`config.mk`:
```
export PLATFORM = sky130hd
export DESIGN_NAME = timer_counter
export DESIGN_NICKNAME = d
export VERILOG_FILES = /design/src/rtl/timer_counter.sv
export SDC_FILE = /design/constraint.sdc
export NUM_CORES = 1
export LEC_CHECK = 0
export BUFFER_PORTS_ARGS = -buffer_cell sky130_fd_sc_hd__buf_2
export CAP_MARGIN = 40
export CORE_UTILIZATION = 40
export CTS_BUF_LIST = sky130_fd_sc_hd__clkbuf_16
export CTS_CLUSTER_SIZE = 14
export DETAILED_ROUTE_END_ITERATION = 8
export GPL_ROUTABILITY_DRIVEN = 0
export PLACE_DENSITY = 0.61
export SYNTH_ARGS = -nofsm -noshare
export SYNTH_HDL_FRONTEND = slang
export SYNTH_SLANG_ARGS = --single-unit
```
`constraint.sdc`:
```
create_clock -name clk -period 5.5 [get_ports clk]
set_input_delay 0.275 -clock clk [delete_from_list [all_inputs] [get_ports clk]]
set_output_delay 0.275 -clock clk [all_outputs]
set_load 0.005 [all_outputs]
```
`src/rtl/timer_counter.sv`:
```
// Bus-mapped down-counter timer with one-shot and auto-reload modes.
// Raises an interrupt flag when COUNT reaches zero; the flag is gated by CTRL.IM onto irq.
module timer_counter (
    input  logic        clk,
    input  logic        reset,
    input  logic [3:0]  addr,
    input  logic        we,
    input  logic [31:0] wdata,
    output logic [31:0] rdata,
    output logic        irq
);

    typedef enum logic [1:0] {StIdle, StLoad, StCnt, StInt} state_e;

    state_e      state_q, state_d;
    logic [3:0]  ctrl_q, ctrl_d;
    logic [31:0] preset_q, preset_d;
    logic [31:0] count_q, count_d;
    logic        irq_flag_q, irq_flag_d;

    logic enable;
    logic auto_reload;
    logic irq_mask;
    logic ctrl_we;
    logic preset_we;
    logic flag_set;

    assign enable      = ctrl_q[0];
    assign auto_reload = (ctrl_q[2:1] == 2'b01);
    assign irq_mask    = ctrl_q[3];
    assign ctrl_we     = we && (addr[3:2] == 2'b00);
    assign preset_we   = we && (addr[3:2] == 2'b01);

    always_comb begin
        state_d    = state_q;
        ctrl_d     = ctrl_q;
        preset_d   = preset_q;
        count_d    = count_q;
        irq_flag_d = irq_flag_q;
        flag_set   = 1'b0;

        case (state_q)
            StIdle: begin
                if (enable) begin
                    state_d = StLoad;
                end
            end
            StLoad: begin
                count_d = preset_q;
                state_d = StCnt;
            end
            StCnt: begin
                if (!enable) begin
                    state_d = StIdle;
                end else if (count_q > 32'd1) begin
                    count_d = count_q - 32'd1;
                end else begin
                    count_d  = 32'd0;
                    flag_set = 1'b1;
                    state_d  = StInt;
                end
            end
            StInt: begin
                if (auto_reload) begin
                    irq_flag_d = 1'b0;
                end else begin
                    ctrl_d[0] = 1'b0;
                end
                state_d = StIdle;
            end
            default: state_d = StIdle;
        endcase

        // Bus write overrides the INT-state enable clear; a same-cycle flag set beats the ack.
        if (ctrl_we) begin
            ctrl_d     = wdata[3:0];
            irq_flag_d = 1'b0;
        end
        if (flag_set) begin
            irq_flag_d = 1'b1;
        end
        if (preset_we) begin
            preset_d = wdata;
        end
    end

    always_ff @(posedge clk or negedge reset) begin
        if (!reset) begin
            state_q    <= StIdle;
            ctrl_q     <= 4'd0;
            preset_q   <= 32'd0;
            count_q    <= 32'd0;
            irq_flag_q <= 1'b0;
        end else begin
            state_q    <= state_d;
            ctrl_q     <= ctrl_d;
            preset_q   <= preset_d;
            count_q    <= count_d;
            irq_flag_q <= irq_flag_d;
        end
    end

    always_comb begin
        rdata = 32'd0;
        case (addr[3:2])
            2'b00:   rdata = {28'd0, ctrl_q};
            2'b01:   rdata = preset_q;
            2'b10:   rdata = count_q;
            default: rdata = 32'd0;
        endcase
    end

    assign irq = irq_mask & irq_flag_q;

endmodule

```
Yosys cells after proc, flatten, opt, wreduce, memory -nomap -nowiden
Index checks and enable logic that the tools add are counted.

Register bits: 71. Word-level logic and storage cells: 49.

Bitwise gates (word level): 1. Muxes and demuxes: 18. $lt $le $gt $ge: 1. Reductions and logical operators: 12. Eq/ne operators: 10. Add/subtract/negate cells: 1.

Operator list (count): $pmux 32 s3 (1); $mux 32 (2); $pmux 32 s2 (1); $gt 32x1->1 const B (1); $sub 32x1->32 const B (1); $mux 1 (10); $pmux 2 s4 (1); $reduce_and 2->1 (4); $eq 2x1->1 const B (3); $eq 2x2->1 const B (3); $mux 2 (3); $reduce_bool 3->1 (2); $logic_not 2->1 (2); $ne 2x2->1 const B (2); $reduce_bool 2->1 (2); $ne 3x3->1 const B (1); $logic_and 1x1->1 (2); $ne 2x1->1 const B (1); $and 1x1->1 (1).

Depth between registers and ports, before layout
Word-level depth: 6. Mapped depth: 8.

Worst setup path before layout
OpenSTA, ideal clock, no wires.

Kind: register to register. Start: reg count_q[18]. End: reg count_q[26]. Setup slack: 3.301 ns. Library setup time: 0.069 ns. Cell stages (with the launch flop): 7. Arrival: 2.129 ns. Required time: 5.431 ns. Clock period less this slack: 2.199 ns. Cell sequence: dfrtp_1 buf_6 or4_4 or3_1 or4_1 or3_1 nand3_1.

Cells in the longest elaborated chain, start to end: 4. Elaborated cells on any way between the ends: 5. Those cells by class: 1 x add/sub; 1 x order compare; 3 x mux.

Ends and longest elaborated chain: start, declared (RTL line 18) `logic [31:0] count_q, count_d;`; start signal, assigned (RTL line 98) `count_q <= count_d;`; $sub 32x1->32 / $gt 32x1->1 (equally long branches) (RTL line 56, 55); $mux 32 * (RTL line 55) `end else if (count_q > 32'd1) begin`; $mux 32 * (RTL line 53) `if (!enable) begin`; $pmux 32 s2 * (RTL line 42) `case (state_q)`.

Every way passes the cells marked *; elsewhere a longest branch is shown, timed or not. The select of a mux whose other input is x is not followed. A chain may end at the register's enable or synchronous reset.

Worst setup path in the final report
Start: reg count_q[29]. End: reg count_q[21].

Cells in the longest elaborated chain, start to end: 4.

Ends and longest elaborated chain (RTL line): $gt 32x1->1 (55); $mux 32 (55); $mux 32 (53); $pmux 32 s2 (42).

No other way between the ends. The select of a mux whose other input is x is not followed.

==> key figures <==
Synth
  – Syn Nets: between 400 and 500
  – Synth async-reset ratio: 100.0%
  – Sequential fraction of the synthesis area: between 40% and 50%
  – Post-Syn Instances: 389
  – Mean post-synth cell area: a little over 10 um2
  – Synth unique cells: 45
  – Ys flop type: dfrtp_1
  – Post-synth EDFFs: 0
  – Ys Warns: 0
  – Cell Area, Synth: 3933 um2
  – Yosys reg bits: 71

Placed design
  – Post-DP HPWL: roughly 7000 um
  – Post-place setup slack: 2.728 ns
  – Placed Area: about 4400 um2
  – Port bufs: 69

Die
  – Horiz. Die Dim: around 100 um
  – Top Ports: 72
  – Site row count: 35
  – Die area: between 10,000 and 15,000 um2
  – Effective utilization at floorplan: 41.96%
  – Die Ht: 101.2 um
  – Core area: 9371 um2

Worst setup path
  – Worst stage delay on the critical path: 0.75 ns
  – Worst-path fanout max: 16
  – Worst flop-to-flop path startpoint: count_q[29]
  – Startpoint Class: register
  – Flop2flop setup slack: 2.64 ns
  – Path depth of the worst reg2reg path: 6
  – Crit path required time: 5.67 ns
  – CP Capture Type: register
  – Worst path most repeated cell: o311ai_0
  – Critical Path AT: 3.04 ns
  – Setup CP Type: reg2reg
  – FF-to-FF End: count_q[21]
  – Crit-path cells: or3_1 -> nor4_2 -> a31oi_2 -> buf_4 -> o311ai_0 -> o311ai_0
  – CP max-delay cell: nor4_2

CTS
  – CTS buffer count: 9
  – CTS clock-pin slew for the worst setup and hold paths: roughly 0.060 ns
  – Clock Tree Buf Depth: 2
  – CTS Root Cell: clkbuf_16
  – CTS sink cnt: a little over 70
  – CTS tree: yes
  – H-tree depth: 3
  – Cts repair resizes: 0
  – Worst skew pair latency: 0.33 ns

Detailed routing
  – DR vias/cell: 5.772
  – Routed len/inst: 17.50 um
  – DR vias: 3,388
  – DRT Pass-1 Iters: 4
  – Total Wirelength: 10,270 um
  – Count of antenna-violating nets left after detailed routing: 0
  – Iter 0 DRT Violations: 170
  – DRC viols: 0

Timing
  – Total negative slack: 0 ns
  – Fmax: about 350 MHz
  – Min setup slack post-route: between 2 and 3 ns
  – Hold Vio Cnt, Final: 0
  – Minimum clock period after layout: 2.863 ns
  – RSZ-0062 raised after global routing: no
  – Clk_skew: 0.005606 ns
  – Period utilization: approximately 52%
  – Slew Limit Fails: 0
  – Worst rel slew slack: 43.37%
  – Setup-failing EPs final: 0
  – Slew @ Worst Pin: 0.8424 ns

Worst hold path
  – Cells on Worst Hold Path: 2
  – Worst Hold Endpoint: preset_q[23]
  – Min-delay src: wdata[23]
  – HP Class: in2reg

Global routing
  – Grt met1 use: 30.52%
  – Vias in the first global route: 3,355
  – Met3 GRT Util: 3.451%
  – Most crowded layer after global routing: met2
  – Total GRT Usage: 21.70%
  – Initial antenna violation count: 0
  – Met2 Track Usage GR: 34.01%
  – Largest net degree at the start of global routing: 46
  – First-pass GRT wire length: roughly 17,000 um
  – Overflow after GRT: 0

Outcome
  – Status: completed

Cells and area
  – Final core occ: approximately half
  – P&R area growth vs syn: 19.50%
  – Layout Nets: 496
  – Share of cells above drive strength 1: 29.91%
  – Multi-input logic area: roughly 2000 um2
  – Fillers: 925
  – Final Cell Area: 4700 um2
  – FF/Latch Area: 1777 um2
  – Ant diodes: 0

Power
  – Pwr per Cell Area: approximately 480 nW/um2
  – Lkg Pwr: 2.031 nW
  – Worst vdd ir: 0.1807 mV

Flow run
  – Max-cap viol count: 0
-- registers in the layout, indices dropped and copies added (netlist names) --
register / count
count_q: 32
ctrl_q: 4
preset_q: 32
state_q: 2
irq_flag_q: 1
-- synth_stat cells, types with 8 or more instances --
| cell | number | area [um2] |
|---|---|---|
| a21oi_1 | 16 | 80.08 |
| o21ai_0 | 13 | 65.06 |
| o211ai_1 | 10 | 75.07 |
| a22oi_1 | 16 | 120.1 |
| o311ai_0 | 9 | 78.83 |
| nand3_1 | 35 | 175.2 |
| mux2_2 | 34 | 382.9 |
| or3_1 | 20 | 125.1 |
| inv_1 | 8 | 30.03 |
| a22o_1 | 28 | 245.2 |
| dfrtp_1 | 71 | 1777 |
| nor2_1 | 10 | 37.54 |
| clkbuf_1 | 16 | 60.06 |
| nand2_1 | 25 | 93.84 |
-- kinds of logic (layout without fill, tap and decap cells) --
logic type | Yosys count | after routing | share of synthesized area (%)
flops | 71 | 71 | 45.18
mux | 38 | 38 | 10.75
compound gates | 109 | 109 | 20.30
buf+inv | 33 | 102 | 3.436
simple gates | 136 | 136 | 19.69
fa+ha+maj | 2 | 2 | 0.6362
-- power breakdown --
group / switching (mW) / internal [mW] / total [mW]
combinational: 0.435 / 0.372 / 0.806
sequential: 0.240 / 0.704 / 0.944
clock: 0.205 / 0.293 / 0.498
-- worst max-delay path, delay by kind of cell, from the launching register on --
family                 cells  cell delay [ns]
AO/OA/AOI/OAI              3             0.75
buffers and inverters      1             0.34
flip-flops                 1             0.43
AND/OR/NAND/NOR            2             1.18
-- worst max path at each step --
stage | startpoint | to | slack [ns] | depth (start not counted)
finish | count_q[29] | count_q[21] | 2.64 | 6
global route | count_q[29] | count_q[21] | 2.37 | 6
CTS | count_q[29] | count_q[21] | 2.70 | 6
detailed placement | count_q[29] | count_q[21] | 2.73 | 6
global placement | count_q[29] | count_q[21] | 2.77 | 6
floorplan | count_q[18] | count_q[26] | 3.30 | 6
-- metal layers --
metal  part of all wire, %  wire length (um)
met4                   1.0               106
met1                    48              4925
met5                     0                 0
met2                    47              4780
met3                   4.5               459
-- layout by cell type (no fill, tap or decap), types with 10 or more instances in the layout --
master / Yosys / final
buf_2: 3 / 69
nand3_1: 35 / 35
dfrtp_1: 71 / 71
o21ai_0: 13 / 13
mux2_2: 34 / 34
a22o_1: 28 / 28
inv_1: 8 / 11
a21oi_1: 16 / 16
or3_1: 20 / 20
nor2_1: 10 / 10
nand2_1: 25 / 25
a22oi_1: 16 / 16
o211ai_1: 10 / 10
-- final cells by class --
type	count	share of cell area, %
multi-input combinational	285	43.29
inverter	8	0.6390
sequential	71	37.81
clock inverter	5	0.4526
tap	129	3.435
clock buffer	9	4.792
timing repair buffer	80	9.585
-- timing repair --
action | CTS | global route
endpoints found under the hold margin | 26 | 0
setup buffers | 0 | 0
hold buffers | 1 | 0
-- through the flow --
stage	hold WS, ns	std cells	total power, mW
final	0.1709	587	2.248
after global routing	0.1718	587	2.423
after CTS	0.1712	587	2.259
after detailed placement	0.3124	572	1.754
after global placement	0.5030	571	1.732
after floorplan	-0.02059	389	1.474
Note: power is estimated with default switching activity, not from simulation.
